**src/rtl/alu_issue_ctrl.sv**
```systemverilog
// alu_issue_ctrl: request/response front end for the datapath ALU.
// Requests (operands + 3-bit opcode + tag) are registered onto the ALU port, the ALU result is
// captured one cycle later into an in-order response FIFO. Flow control is credit based so
// the FIFO can never overflow.
// Optional build macro: ALU_OVF_TRAP_EN -- overflowing ADD/SUB results are stored as errors
// with data forced to zero (rsp_ovf still reports the overflow).
module alu_issue_ctrl #(
  parameter int unsigned INTERNAL_BITS = 16,
  parameter int unsigned FIFO_DEPTH    = 4
) (
  input  logic                     clk,
  input  logic                     rst_n,
  // Request side
  input  logic                     req_valid,
  output logic                     req_ready,
  input  logic [2:0]               req_op,
  input  logic [INTERNAL_BITS-1:0] req_a,
  input  logic [INTERNAL_BITS-1:0] req_b,
  input  logic [3:0]               req_tag,
  // ALU port
  output logic [INTERNAL_BITS-1:0] alu_src1,
  output logic [INTERNAL_BITS-1:0] alu_src2,
  output logic [3:0]               alu_ctrl,
  input  logic [INTERNAL_BITS:0]   alu_result,
  input  logic                     alu_zero,
  // Response side
  output logic                     rsp_valid,
  input  logic                     rsp_ready,
  output logic [INTERNAL_BITS-1:0] rsp_data,
  output logic                     rsp_ovf,
  output logic                     rsp_zero,
  output logic                     rsp_err,
  output logic [3:0]               rsp_tag
);

  localparam int unsigned PtrW = (FIFO_DEPTH > 1) ? $clog2(FIFO_DEPTH) : 1;
  localparam int unsigned CntW = $clog2(FIFO_DEPTH) + 1;

  typedef struct packed {
    logic [INTERNAL_BITS-1:0] data;
    logic                     ovf;
    logic                     zero;
    logic                     err;
    logic [3:0]               tag;
  } rsp_entry_t;

  // Issue stage state
  logic [INTERNAL_BITS-1:0] src1_q, src2_q;
  logic [3:0]               ctrl_q;
  logic                     issue_valid_q;
  logic [3:0]               tag_q;
  logic                     illegal_q;
  logic                     addsub_q;
  logic                     sub_q;

  // Decoded request
  logic [3:0] ctrl_d;
  logic       illegal_d;
  logic       addsub_d;
  logic       sub_d;
  logic       req_fire;

  // Response FIFO state
  rsp_entry_t            mem_q [FIFO_DEPTH];
  logic [PtrW-1:0]       wr_ptr_q, rd_ptr_q;
  logic [CntW-1:0]       count_q;
  logic [CntW:0]         credits;
  logic                  push, pop;
  rsp_entry_t            cap;
  rsp_entry_t            head;

  // Outstanding work = queued responses plus the one on the ALU this cycle.
  assign credits   = {1'b0, count_q} + {{CntW{1'b0}}, issue_valid_q};
  assign req_ready = credits < (CntW + 1)'(FIFO_DEPTH);
  assign req_fire  = req_valid && req_ready;

  // Map the opcode to the ALU control code and classify it for the capture stage.
  always_comb begin
    ctrl_d    = 4'b0000;
    illegal_d = 1'b0;
    addsub_d  = 1'b0;
    sub_d     = 1'b0;
    unique case (req_op)
      3'd0: ctrl_d = 4'b0000;
      3'd1: ctrl_d = 4'b0001;
      3'd2: begin ctrl_d = 4'b0010; addsub_d = 1'b1; end
      3'd3: begin ctrl_d = 4'b0110; addsub_d = 1'b1; sub_d = 1'b1; end
      3'd4: ctrl_d = 4'b0111;
      3'd5: ctrl_d = 4'b1000;
      3'd6: ctrl_d = 4'b1100;
      3'd7: illegal_d = 1'b1;
    endcase
  end

  // Issue registers: load on acceptance, otherwise hold operands and drop issue_valid.
  always_ff @(posedge clk or negedge rst_n) begin
    if (!rst_n) begin
      src1_q        <= '0;
      src2_q        <= '0;
      ctrl_q        <= '0;
      issue_valid_q <= 1'b0;
      tag_q         <= '0;
      illegal_q     <= 1'b0;
      addsub_q      <= 1'b0;
      sub_q         <= 1'b0;
    end else if (req_fire) begin
      src1_q        <= illegal_d ? '0 : req_a;
      src2_q        <= illegal_d ? '0 : req_b;
      ctrl_q        <= ctrl_d;
      issue_valid_q <= 1'b1;
      tag_q         <= req_tag;
      illegal_q     <= illegal_d;
      addsub_q      <= addsub_d;
      sub_q         <= sub_d;
    end else begin
      issue_valid_q <= 1'b0;
    end
  end

  assign alu_src1 = src1_q;
  assign alu_src2 = src2_q;
  assign alu_ctrl = ctrl_q;

  // Build the response entry from the ALU outputs of the instruction in flight.
  always_comb begin
    cap     = '0;
    cap.tag = tag_q;
    if (illegal_q) begin
      cap.err = 1'b1;
    end else begin
      cap.data = alu_result[INTERNAL_BITS-1:0];
      cap.ovf  = addsub_q & alu_result[INTERNAL_BITS];
      // Only SUB trusts the ALU zero flag; other ops derive it from the data.
      cap.zero = sub_q ? alu_zero : (alu_result[INTERNAL_BITS-1:0] == '0);
    end
`ifdef ALU_OVF_TRAP_EN
    if (cap.ovf) begin
      cap.data = '0;
      cap.err  = 1'b1;
    end
`endif
  end

  assign push = issue_valid_q;
  assign pop  = rsp_valid && rsp_ready;

  // Response FIFO storage and pointers; credits guarantee push never hits a full FIFO.
  always_ff @(posedge clk or negedge rst_n) begin
    if (!rst_n) begin
      for (int i = 0; i < int'(FIFO_DEPTH); i++) mem_q[i] <= '0;
      wr_ptr_q <= '0;
      rd_ptr_q <= '0;
      count_q  <= '0;
    end else begin
      if (push) begin
        mem_q[wr_ptr_q] <= cap;
        wr_ptr_q        <= wr_ptr_q + 1'b1;
      end
      if (pop) begin
        rd_ptr_q <= rd_ptr_q + 1'b1;
      end
      unique case ({push, pop})
        2'b10:   count_q <= count_q + 1'b1;
        2'b01:   count_q <= count_q - 1'b1;
        default: count_q <= count_q;
      endcase
    end
  end

  // Present the head entry; zeros when empty so stale data never leaks out.
  always_comb begin
    rsp_valid = (count_q != '0);
    head      = rsp_valid ? mem_q[rd_ptr_q] : '0;
    rsp_data  = head.data;
    rsp_ovf   = head.ovf;
    rsp_zero  = head.zero;
    rsp_err   = head.err;
    rsp_tag   = head.tag;
  end

endmodule

```
**config.mk**
```make
export PLATFORM = sky130hd
export DESIGN_NAME = alu_issue_ctrl
export DESIGN_NICKNAME = d
export VERILOG_FILES = /design/src/rtl/alu_issue_ctrl.sv
export SDC_FILE = /design/constraint.sdc
export NUM_CORES = 1
export LEC_CHECK = 0
export CELL_PAD_IN_SITES_DETAIL_PLACEMENT = 2
export CELL_PAD_IN_SITES_GLOBAL_PLACEMENT = 2
export CORE_MARGIN = 10
export CORE_UTILIZATION = 37
export CTS_CLUSTER_DIAMETER = 200
export DETAILED_ROUTE_END_ITERATION = 8
export PLACE_DENSITY_LB_ADDON = 0.3
export SLEW_MARGIN = 20
export SYNTH_ARGS = -nofsm -noshare
export SYNTH_HDL_FRONTEND = slang
export SYNTH_SLANG_ARGS = --single-unit
```
**constraint.sdc**
```tcl
create_clock -name clk -period 4.8 [get_ports clk]
set_input_delay 0.96 -clock clk [delete_from_list [all_inputs] [get_ports clk]]
set_output_delay 0.96 -clock clk [all_outputs]
set_load 0.01 [all_outputs]
```
Word-level counts from Yosys, hierarchy flattened
Index checks and enable logic that the tools add are counted.
W data, S select, Z words.

operators by class
  add/subtract/negate cells = 5
  order comparisons = 4
  eq/ne operators = 9
  multiplexer cells = 18
  bitwise gates (word level) = 3
  reductions and logical operators = 7

operator list
  cell                   count
  $bwmux W92             1
  $mux W23               4
  $bmux W23 S2           1
  $demux W23 S2          1
  $mux W16               2
  $pmux W4 S6            1
  $mux W18               1
  $logic_not A16 Y1      1
  $eq A3 B3 Y1 const B   4
  $eq A3 B2 Y1 const B   2
  $ge A3 B3 Y1 const B   2
  $mux W1                6
  $not A2 Y3             2
  $pmux W3 S2            1
  $add A2 B1 Y2 const B  2
  $add A3 B1 Y4          1
  $lt A4 B3 Y1 const B   1
  $add A3 B1 Y3 const B  1
  $eq A3 B1 Y1 const B   1
  $logic_and A1 B1 Y1    3
  $lt A3 B1 Y1 const B   1
  $reduce_bool A3 Y1     1
  $sub A3 B1 Y3 const B  1
  $eq A2 B1 Y1 const B   1
  4 further kinds        4

storage, ports and cells
  register bits = 143
  input port bits = 61
  output and inout bits = 61
  logic and storage cells = 77

Longest topological paths before layout
Gate-level depths: netlist of run 1.

  word-level depth = 6
  gate-level depth with buffers = 9
  mapped depth without buffers = 8

Least setup slack after synthesis of run 1
No wires, ideal clock.

  path kind = reg2out
  start point = register rd_ptr_q[0]
  end point = output port rsp_data[0]
  arrival time = 1327 ps
  data required time = 3840 ps
  setup slack = 2513 ps
  stages on the path, launching flop included = 5
  buffers on the path = 2
  path through = dfrtp_1 buf_4 buf_6 mux4_2 and2_1

between the ends
  longest elaborated chain between the ends = 5

ends and longest elaborated chain
  element                                      line  RTL
  start: declaration                           65    logic [PtrW-1:0] wr_ptr_q, rd_ptr_q;
  start signal: assignment                     160   rd_ptr_q <= rd_ptr_q + 1'b1;
  $not A2 Y3 (not written as such)             173   head = rsp_valid ? mem_q[rd_ptr_q] : '0;
  $bmux W23 S2                                 173
  $mux W23 (not written as such) (2 in a row)  173
  $mux W23                                     173
  end: declaration                             29    output logic [INTERNAL_BITS-1:0] rsp_data,

No other way between the ends. The select of a mux whose other input is x is not followed.

Worst setup path in the final report of run 1
  start point = register rd_ptr_q[0]
  end point = output port rsp_zero

between the ends
  longest elaborated chain between the ends = 5

ends and longest elaborated chain
  element                                      line  RTL
  $not A2 Y3 (not written as such)             173
  $bmux W23 S2                                 173
  $mux W23 (not written as such) (2 in a row)  173
  $mux W23                                     173
  end: declaration                             31    output logic rsp_zero,

No other way between the ends. The select of a mux whose other input is x is not followed.

==> impl_metrics.json, run 1 <==
{
  "hpwlAfterDp_um": 13100,
  "buffer_ports.inserted": 121,
  "async_sr_flop_fraction_pct": 100,
  "clk_latency_ns": 0.42,
  "total_leakage_power_nw": 3.92,
  "syn-cell-area_mm2": 0.00641,
  "path_class": "register to primary output",
  "groute.usage.overall_pct": 18.0,
  "synthesis.area_per_instance_um2": 11.8,
  "cts_tree": "built",
  "area_growth_syn_to_layout_pct": 31.8,
  "routed_antenna_nets": 0,
  "synth-main-ff-cell": "sky130_fd_sc_hd__dfrtp_1",
  "power_switching_mw": 2.10,
  "wire_length_of_the_first_global_routing_pass_um": 31900,
  "ctsRootBufferMaster": "sky130_fd_sc_hd__clkbuf_16",
  "synth_warnings": 0,
  "drive_above_1_share_pct": 13.6,
  "first_global_vias": 5613,
  "global_route.overflow_total": 0,
  "synth.distinct_cells": 34,
  "initial_core_util_pct": 37.4,
  "power_frac_seq_pct": 35.4,
  "met3_wirelength_um": 1700,
  "post_cts.resized_instances": 0,
  "start_kind": "register",
  "worst_ep_arrival_time_ns": 2.69,
  "share_comb_of_total_power_pct": 40.2,
  "ys_top_cells_by_count": "sky130_fd_sc_hd__dfrtp_1, sky130_fd_sc_hd__nand2_1, sky130_fd_sc_hd__o21ai_0, sky130_fd_sc_hd__a21o_1, sky130_fd_sc_hd__and4_1",
  "critical_path.endpoint_type": "primary output",
  "slew_headroom_pct": 34.6,
  "final-instance-count-excl-fill": 886,
  "synthesis.instances": 543,
  "met2_wirelength_um": 9940,
  "drt-met1-wl_um": 8050,
  "total_of_hold_buffers_inserted_after_clock_tree_synthesis": 0,
  "post_route_setup_tns_ns": 0,
  "final_hold_viol_count": 0,
  "synth-seq-area-share_pct": 55.8,
  "cts-root-to-sink-buffers": 2,
  "power_per_cell_area_mw_per_mm2": 746,
  "grt_setup_unrepaired": "false",
  "critPathRequiredTime_ns": 3.84,
  "ys_ff_latch": 143,
  "worst_setup_hold_path_clk_slew_ns": 0.06,
  "netlist.top_cell.by_area": "sky130_fd_sc_hd__dfrtp_1",
  "dieWidth_um": 152,
  "detail_route.first_pass.iterations": 4,
  "final_min_period_over_clock_period_pct": 76.1,
  "timing_worst_slew_pin_value_ns": 0.981,
  "synth_largest_type_area_fraction_pct": 55.8,
  "report.final.slew_viol_count": 0,
  "mappedNetlistNets": 610,
  "final.min_clock_period_ns": 3.65,
  "internal-power_mw": 4.20,
  "numPlacedInstances": 854,
  "detailroute.via_count": 4762,
  "synth_enable_flop_cells": 0,
  "setup_viol_count_final": 0,
  "swShare_pct": 33.3,
  "num_io_pins": 122,
  "maximum_number_of_pins_on_one_net_before_global_route_repair": 119,
  "avgRoutedWirePerCell_um": 22.5,
  "iteration_0_drc_markers": 159,
  "place.gp.congestion": 0.733,
  "post-cts-setup-buffers": 0,
  "cts_made_buffers": 17,
  "filler_cell_count": 1698,
  "dieHeight_um": 152,
  "min_delay_path_class": "register to register",
  "antenna_violations_before_repair": 0,
  "fp.dieArea_mm2": 0.0230,
  "cap_violations": 0,
  "clock_network_fraction_of_total_power_pct": 24.4,
  "numClockSinks": 143,
  "path_max_fanout": 25,
  "most_frequent_cell_after_synthesis": "sky130_fd_sc_hd__dfrtp_1",
  "fin_worst_skew_ns": 0.00725,
  "highest_layer": "met4",
  "drc": 0,
  "synth_area_leaders": "sky130_fd_sc_hd__dfrtp_1, sky130_fd_sc_hd__mux4_2, sky130_fd_sc_hd__o21ai_0",
  "fp.coreArea_mm2": 0.0171,
  "wirelength_um": 20000,
  "max-vdd-ir-drop_mv": 0.317,
  "cts-htree-levels": 4,
  "fp-row-count": 48,
  "insertedDiodeCount": 0,
  "drt-vias-per-instance": 5.37,
  "status": "finished, final reports clean",
  "clock.fmax_mhz": 274,
  "finalNetCount": 715
}
[registers in the layout, indices dropped and copies added, names as in the netlist]
signal and cells:
addsub_q 1, alu_ctrl 4, alu_src1 16, alu_src2 16, count_q 3, illegal_q 1, issue_valid_q 1, mem_q 92
rd_ptr_q 2, sub_q 1, tag_q 4, wr_ptr_q 2
[placed cells by master (no fill, tap or decap), drive strengths merged]
| cell type | n |
|---|---|
| dfrtp | 143 |
| clkdlybuf4s50 | 120 |
| nand2 | 96 |
| o21ai | 73 |
| and4 | 32 |
| a21o | 32 |
| and2 | 24 |
| mux4 | 23 |
| mux2 | 23 |
| clkbuf | 23 |
| inv | 9 |
| mux2i | 7 |
| buf | 7 |
| bufinv | 6 |
| xor2 | 5 |
| ha | 5 |
| nor4 | 4 |
| o31ai | 4 |
| nand3 | 4 |
| xnor2 | 2 |
| nand2b | 2 |
| a21oi | 2 |
| nor2 | 2 |
| clkinvlp | 2 |
| clkinv | 2 |
| or3 | 1 |
| a31oi | 1 |
| nor2b | 1 |
| a41oi | 1 |
| o21bai | 1 |
| nand4 | 1 |
| a21bo | 1 |
| and3b | 1 |
| fa | 1 |
[cell families (layout without fill, tap and decap cells)]
kind of cell / Yosys count / in the layout / share of synthesized area [%]
AND/OR/NAND/NOR: 168 / 168 / 13.9
flip-flops: 143 / 143 / 55.8
AO/OA/AOI/OAI: 115 / 115 / 10.8
multiplexers: 53 / 53 / 13.5
buffers and inverters: 51 / 169 / 3.75
XOR/XNOR: 7 / 7 / 0.957
adder cells (fa/ha/maj): 6 / 6 / 1.29
[critical path, cell delays in order (launching register included)]
cell	delay (ns)
sky130_fd_sc_hd__dfrtp_2	0.98
sky130_fd_sc_hd__mux4_2	0.59
sky130_fd_sc_hd__and2_1	0.19
sky130_fd_sc_hd__clkdlybuf4s50_1	0.49
[through the flow]
stage | instance area [um^2] | hold WS [ns] | setup slack, ns | util, % | power, mW
finish | 8450 | 0.474 | 1.15 | 49.3 | 6.30
global route | 8450 | 0.487 | 0.935 | 49.3 | 6.72
CTS | 8440 | 0.479 | 1.04 | 49.3 | 6.40
detailed placement | 7750 | 0.466 | 1.53 | 45.3 | 4.80
global placement | 7750 | 0.458 | 1.53 | 45.3 | 4.59
floorplan | 6410 | 0.445 | 2.51 | - | 3.55
[path summary, 6_finish.rpt]
check	endpoint	start	slack [ns]	depth (start not counted)
worst max-delay path	rsp_zero	rd_ptr_q[0]	1.15	3
worst min-delay path	alu_src2[4]	alu_src2[4]	0.47	1
worst max register to register	count_q[2]	count_q[0]	2.05	8
worst min register to register	alu_src2[4]	alu_src2[4]	0.47	1
max in group asynchronous	mem_q[27]	rst_n	3.14	2
min in group asynchronous	mem_q[85]	rst_n	0.65	1
[layer usage]
layer | vias up | track usage, %
li1 | 2120 | -
met1 | 2489 | 20.4
met2 | 129 | 30.3
met3 | 24 | 7.66
met4 | 0 | 5.53
met5 | - | 0
[cell type report]
type	count	area, um^2	share of cell area [%]
inverter	9	33.8	0.400
clock buffer	22	484	5.73
tap	225	282	3.33
multi-input combinational	349	2590	30.7
timing repair buffer	128	1270	15.0
sequential	143	3580	42.4
clock inverter	10	205	2.43
[power groups by stage]
stage | Clock, mW | Combinational, mW | Sequential, mW
6_report | 1.54 | 2.53 | 2.23
4_1_cts | 1.57 | 2.59 | 2.25
3_5_place_dp | 0 | 2.55 | 2.25
3_3_place_gp | 0 | 2.41 | 2.18
2_1_floorplan | 0 | 1.46 | 2.10
5_1_grt | 1.62 | 2.77 | 2.32
Note: power is estimated with default switching activity, not from simulation.
==> run 2: changes to the inputs <==
- CORE_UTILIZATION: 37 -> 34
- clock period: 4.8 -> 3.6 ns (I/O delays scaled with it)
==> impl_metrics.json, run 2 (synthesis results as in run 1) <==
{
  "status": "finished, final reports clean",
  "cap_violations": 0,
  "timing_worst_slew_pin_value_ns": 0.907,
  "top_library_cells_by_usage_in_the_layout_fill_and_taps_aside": "sky130_fd_sc_hd__dfrtp_1, sky130_fd_sc_hd__clkdlybuf4s50_1, sky130_fd_sc_hd__nand2_1, sky130_fd_sc_hd__o21ai_0",
  "worst_setup_hold_path_clk_slew_ns": 0.06,
  "capture_point_of_the_worst_path": "rsp_tag[2]",
  "rrSetupSlack_ns": 0.86,
  "total_leakage_power_nw": 3.93,
  "cts-htree-levels": 4,
  "drt-vias-per-instance": 5.28,
  "layout.cells.most_common": "sky130_fd_sc_hd__dfrtp_1",
  "final_min_period_over_clock_period_pct": 88.7,
  "setup_viol_count_final": 0,
  "global_route.overflow_total": 0,
  "initial_core_util_pct": 34.4,
  "first_global_vias": 5588,
  "avgRoutedWirePerCell_um": 22.1,
  "min_delay_path_class": "input port to async pin",
  "startpoint_of_the_lowest_slack_register_to_register_path": "count_q[0]",
  "fp.dieArea_mm2": 0.0247,
  "slew_headroom_pct": 39.5,
  "cts-root-to-sink-buffers": 2,
  "critical_path.endpoint_type": "primary output",
  "clk_latency_ns": 0.42,
  "worst_r2r_path_depth": 8,
  "critical-path-max-stage-delay_ns": 0.76,
  "hpwlAfterDp_um": 13100,
  "drive_above_1_share_pct": 14.3,
  "detail_route.first_pass.iterations": 4,
  "iteration_0_drc_markers": 255,
  "final_hold_viol_count": 0,
  "dieWidth_um": 157,
  "wire_length_of_the_first_global_routing_pass_um": 32200,
  "area_growth_syn_to_layout_pct": 32.4,
  "timing.critical_path.slowest_stage_cell": "sky130_fd_sc_hd__or3_1",
  "worst_ep_arrival_time_ns": 2.47,
  "start_kind": "register",
  "routed_antenna_nets": 0,
  "numClockSinks": 143,
  "cts_tree": "built",
  "drc": 0,
  "numPlacedInstances": 866,
  "ctsRootBufferMaster": "sky130_fd_sc_hd__clkbuf_16",
  "max-vdd-ir-drop_mv": 0.366,
  "insertedDiodeCount": 0,
  "final.min_clock_period_ns": 3.19,
  "crit_chain": "or3_1 -> and2_1 -> clkdlybuf4s50_1",
  "rr_endpoint": "count_q[2]",
  "wirelength_um": 19800,
  "total_of_hold_buffers_inserted_after_clock_tree_synthesis": 0,
  "worstSetupStartpoint": "count_q[0]",
  "power_per_cell_area_mw_per_mm2": 986,
  "critPathRequiredTime_ns": 2.88,
  "report.final.slew_viol_count": 0,
  "num_io_pins": 122,
  "max_flop_register": "mem_q",
  "final-instance-count-excl-fill": 898,
  "groute.usage.overall_pct": 16.7,
  "post_route_setup_tns_ns": 0,
  "detailroute.via_count": 4743,
  "cts_made_buffers": 17,
  "worst-path-stages": 3,
  "path_max_fanout": 26,
  "clock.fmax_mhz": 313,
  "antenna_violations_before_repair": 0,
  "post-cts-setup-buffers": 0,
  "post_cts.resized_instances": 0,
  "maximum_number_of_pins_on_one_net_before_global_route_repair": 73,
  "fp-row-count": 50,
  "finalNetCount": 718,
  "timing.critical_path.max_delay_family": "simple AND/OR/NAND/NOR gates",
  "dieHeight_um": 157,
  "fp.coreArea_mm2": 0.0186,
  "timing.critical_path.buf_inv": 1,
  "path_class": "register to primary output",
  "largest_register_ffs": 92,
  "buffer_ports.inserted": 121,
  "fin_worst_skew_ns": 0.00831,
  "grt_setup_unrepaired": "false",
  "place.gp.congestion": 0.726
}
==> run 2: cell types whose count changed in the layout (fill, tap and decap cells not counted), sizes merged <==
cell    delta
clkinv     +1
bufinv     -1
buf        +4
clkbuf     -1
==> run 2: layout make-up <==
type / instances / area [um^2]
clock inverters: 10 / 180
fillers: 1868 / 10200
inverters: 9 / 33.8
repair buffers: 131 / 1310
well taps: 234 / 293
multi-input cells: 349 / 2590
clock buffers: 22 / 494
flip-flops and latches: 143 / 3580
==> run 2: per-layer routing <==
metal / vias up / share of wire (%) / track usage, %
met3: 13 / 8.2 / 6.82
li1: 2131 / - / -
met4: 0 / 0.98 / 4.50
met1: 2471 / 42 / 20.0
met2: 128 / 49 / 27.3
met5: - / 0 / 0
==> run 2: worst min-delay path by stage <==
stage	end	cells past startpoint	start	slack, ns
2_1_floorplan	addsub_q	0	rst_n	0.42
3_3_place_gp	alu_src1[8]	1	alu_src1[8]	0.46
3_5_place_dp	alu_src1[7]	1	alu_src1[7]	0.47
4_1_cts	mem_q[85]	1	rst_n	0.35
5_1_grt	mem_q[85]	1	rst_n	0.37
6_report	mem_q[85]	1	rst_n	0.32
==> run 2: power breakdown <==
group	leakage [nW]	internal (mW)	switching [mW]
logic	1.84	1.88	1.59
registers	1.77	2.38	0.518
clock network	0.328	1.32	0.683
total	3.93	5.58	2.79
==> run 2: through the flow <==
stage	area [um^2]	hold WS (ns)	utilization (%)	worst slack (ns)	power, mW
6_report	8490	0.320	45.5	0.407	8.37
4_1_cts	8480	0.347	45.5	0.302	8.52
3_5_place_dp	7810	0.466	41.9	0.813	6.42
3_3_place_gp	7810	0.457	41.9	0.856	6.17
5_1_grt	8490	0.368	45.5	0.281	8.94
2_1_floorplan	6410	0.424	-	1.55	4.74
==> run 3: changes to the inputs <==
- clock period: 3.6 -> 3 ns (I/O delays scaled with it)
==> impl_metrics.json, run 3 (synthesis results as in run 1) <==
{
  "dieHeight_um": 157,
  "critPathRequiredTime_ns": 2.40,
  "worst_ep_arrival_time_ns": 2.27,
  "cts-htree-levels": 4,
  "cts_tree": "built",
  "numClockSinks": 143,
  "post_route_setup_tns_ns": 0,
  "min_delay_path_class": "input port to async pin",
  "crit_chain": "buf_4 -> mux4_2 -> and2_1 -> clkdlybuf4s50_1",
  "antenna_violations_before_repair": 0,
  "detail_route.first_pass.iterations": 4,
  "post_cts.resized_instances": 0,
  "hpwlAfterDp_um": 13500,
  "timing_worst_slew_pin_value_ns": 0.771,
  "place.gp.congestion": 0.707,
  "filler_cell_count": 1853,
  "largest_register_ffs": 92,
  "initial_core_util_pct": 34.4,
  "status": "finished, final reports clean",
  "detailroute.via_count": 4712,
  "clock.fmax_mhz": 349,
  "path_max_fanout": 13,
  "grt_setup_unrepaired": "false",
  "post-cts-setup-buffers": 0,
  "fp.dieArea_mm2": 0.0247,
  "power_per_cell_area_mw_per_mm2": 1170,
  "drt-vias-per-instance": 5.20,
  "final_min_period_over_clock_period_pct": 95.6,
  "groute.usage.overall_pct": 16.8,
  "final.min_clock_period_ns": 2.87,
  "finalHoldWorstSlack_ns": 0.139,
  "maximum_number_of_pins_on_one_net_before_global_route_repair": 57,
  "fp-row-count": 50,
  "timing.critical_path.slowest_stage_cell": "sky130_fd_sc_hd__dfrtp_1",
  "cts_made_buffers": 17,
  "num_io_pins": 122,
  "first_global_vias": 5676,
  "fp.coreArea_mm2": 0.0186,
  "rrSetupSlack_ns": 0.73,
  "report.final.slew_viol_count": 0,
  "start_kind": "register",
  "critical-path-max-stage-delay_ns": 0.52,
  "worst_setup_hold_path_clk_slew_ns": 0.06,
  "wirelength_um": 20000,
  "total_of_hold_buffers_inserted_after_clock_tree_synthesis": 0,
  "max_flop_register": "mem_q",
  "area_growth_syn_to_layout_pct": 32.8,
  "drc": 0,
  "iteration_0_drc_markers": 182,
  "wire_length_of_the_first_global_routing_pass_um": 32100,
  "finalNetCount": 726,
  "total_leakage_power_nw": 3.95,
  "max-vdd-ir-drop_mv": 0.454,
  "dieWidth_um": 157,
  "setup_viol_count_final": 0,
  "layout.cells.most_common": "sky130_fd_sc_hd__dfrtp_1",
  "routed_antenna_nets": 0,
  "insertedDiodeCount": 0,
  "top_library_cells_by_usage_in_the_layout_fill_and_taps_aside": "sky130_fd_sc_hd__dfrtp_1, sky130_fd_sc_hd__clkdlybuf4s50_1, sky130_fd_sc_hd__nand2_1, sky130_fd_sc_hd__o21ai_0",
  "slew_headroom_pct": 48.5,
  "clk_latency_ns": 0.43,
  "drive_above_1_share_pct": 14.6,
  "critical_path.endpoint_type": "primary output",
  "timing.critical_path.max_delay_family": "buffers and inverters",
  "buffer_ports.inserted": 121,
  "timing.critical_path.buf_inv": 2,
  "cap_violations": 0,
  "avgRoutedWirePerCell_um": 22.1,
  "cts-root-to-sink-buffers": 2,
  "fin_worst_skew_ns": 0.0121,
  "global_route.overflow_total": 0,
  "ctsRootBufferMaster": "sky130_fd_sc_hd__clkbuf_16",
  "path_class": "register to primary output",
  "final_hold_viol_count": 0
}
==> run 3: changes by cell type in the layout (fill, tap and decap cells not counted), moves of 2 or more <==
cell | previous run | this run
sky130_fd_sc_hd__nand2_2 | 2 | 0
sky130_fd_sc_hd__nand2_1 | 93 | 95
sky130_fd_sc_hd__clkinv_2 | 3 | 0
sky130_fd_sc_hd__buf_4 | 8 | 16
sky130_fd_sc_hd__clkinv_4 | 0 | 2
sky130_fd_sc_hd__clkbuf_1 | 0 | 3
==> run 3: metal layers <==
metal | global-route usage [%] | vias to the layer above | wire length, um | share of wire, %
li1 | - | 2139 | - | -
met1 | 18.6 | 2439 | 8110 | 41
met2 | 29.0 | 119 | 9990 | 50
met3 | 7.42 | 15 | 1730 | 8.6
met4 | 4.23 | 0 | 167 | 0.84
met5 | 0 | - | 0 | 0
==> run 3: final cells by class <==
type / instances / area, um^2 / share of cell area (%)
Clock buffer: 24 / 492 / 5.78
Clock inverter: 8 / 153 / 1.79
Inverter: 9 / 33.8 / 0.397
Multi-Input combinational cell: 349 / 2590 / 30.4
Sequential cell: 143 / 3580 / 42.0
Tap cell: 234 / 293 / 3.44
Timing Repair Buffer: 139 / 1370 / 16.1
==> run 3: power by group <==
part	internal [mW]	total, mW	switching [mW]
clock	1.48	2.31	0.830
combinational	2.30	4.21	1.92
sequential	2.86	3.47	0.610
==> run 3: path summary, 6_finish.rpt <==
path,from,endpoint,depth (start not counted)
worst max register to register,count_q[0],count_q[2],9
worst min register to register,mem_q[8],mem_q[8],2
worst min-delay path,rst_n,mem_q[62],1
max in group asynchronous,rst_n,alu_src2[7],2
worst max-delay path,rd_ptr_q[1],rsp_data[6],4
min in group clk,mem_q[8],mem_q[8],2
==> run 3: metrics by stage <==
step                      total power [mW]  std cells  utilization [%]  worst slack, ns  instance area [um^2]
after floorplan                       5.69        543                -             1.04                  6410
after global placement                7.48        874             42.2            0.546                  7870
after detailed placement              7.74        874             42.2            0.562                  7870
after CTS                             10.2        906             45.7           0.0854                  8510
after global routing                  10.7        906             45.7           0.0447                  8510
final                                 9.99        906             45.7            0.132                  8510
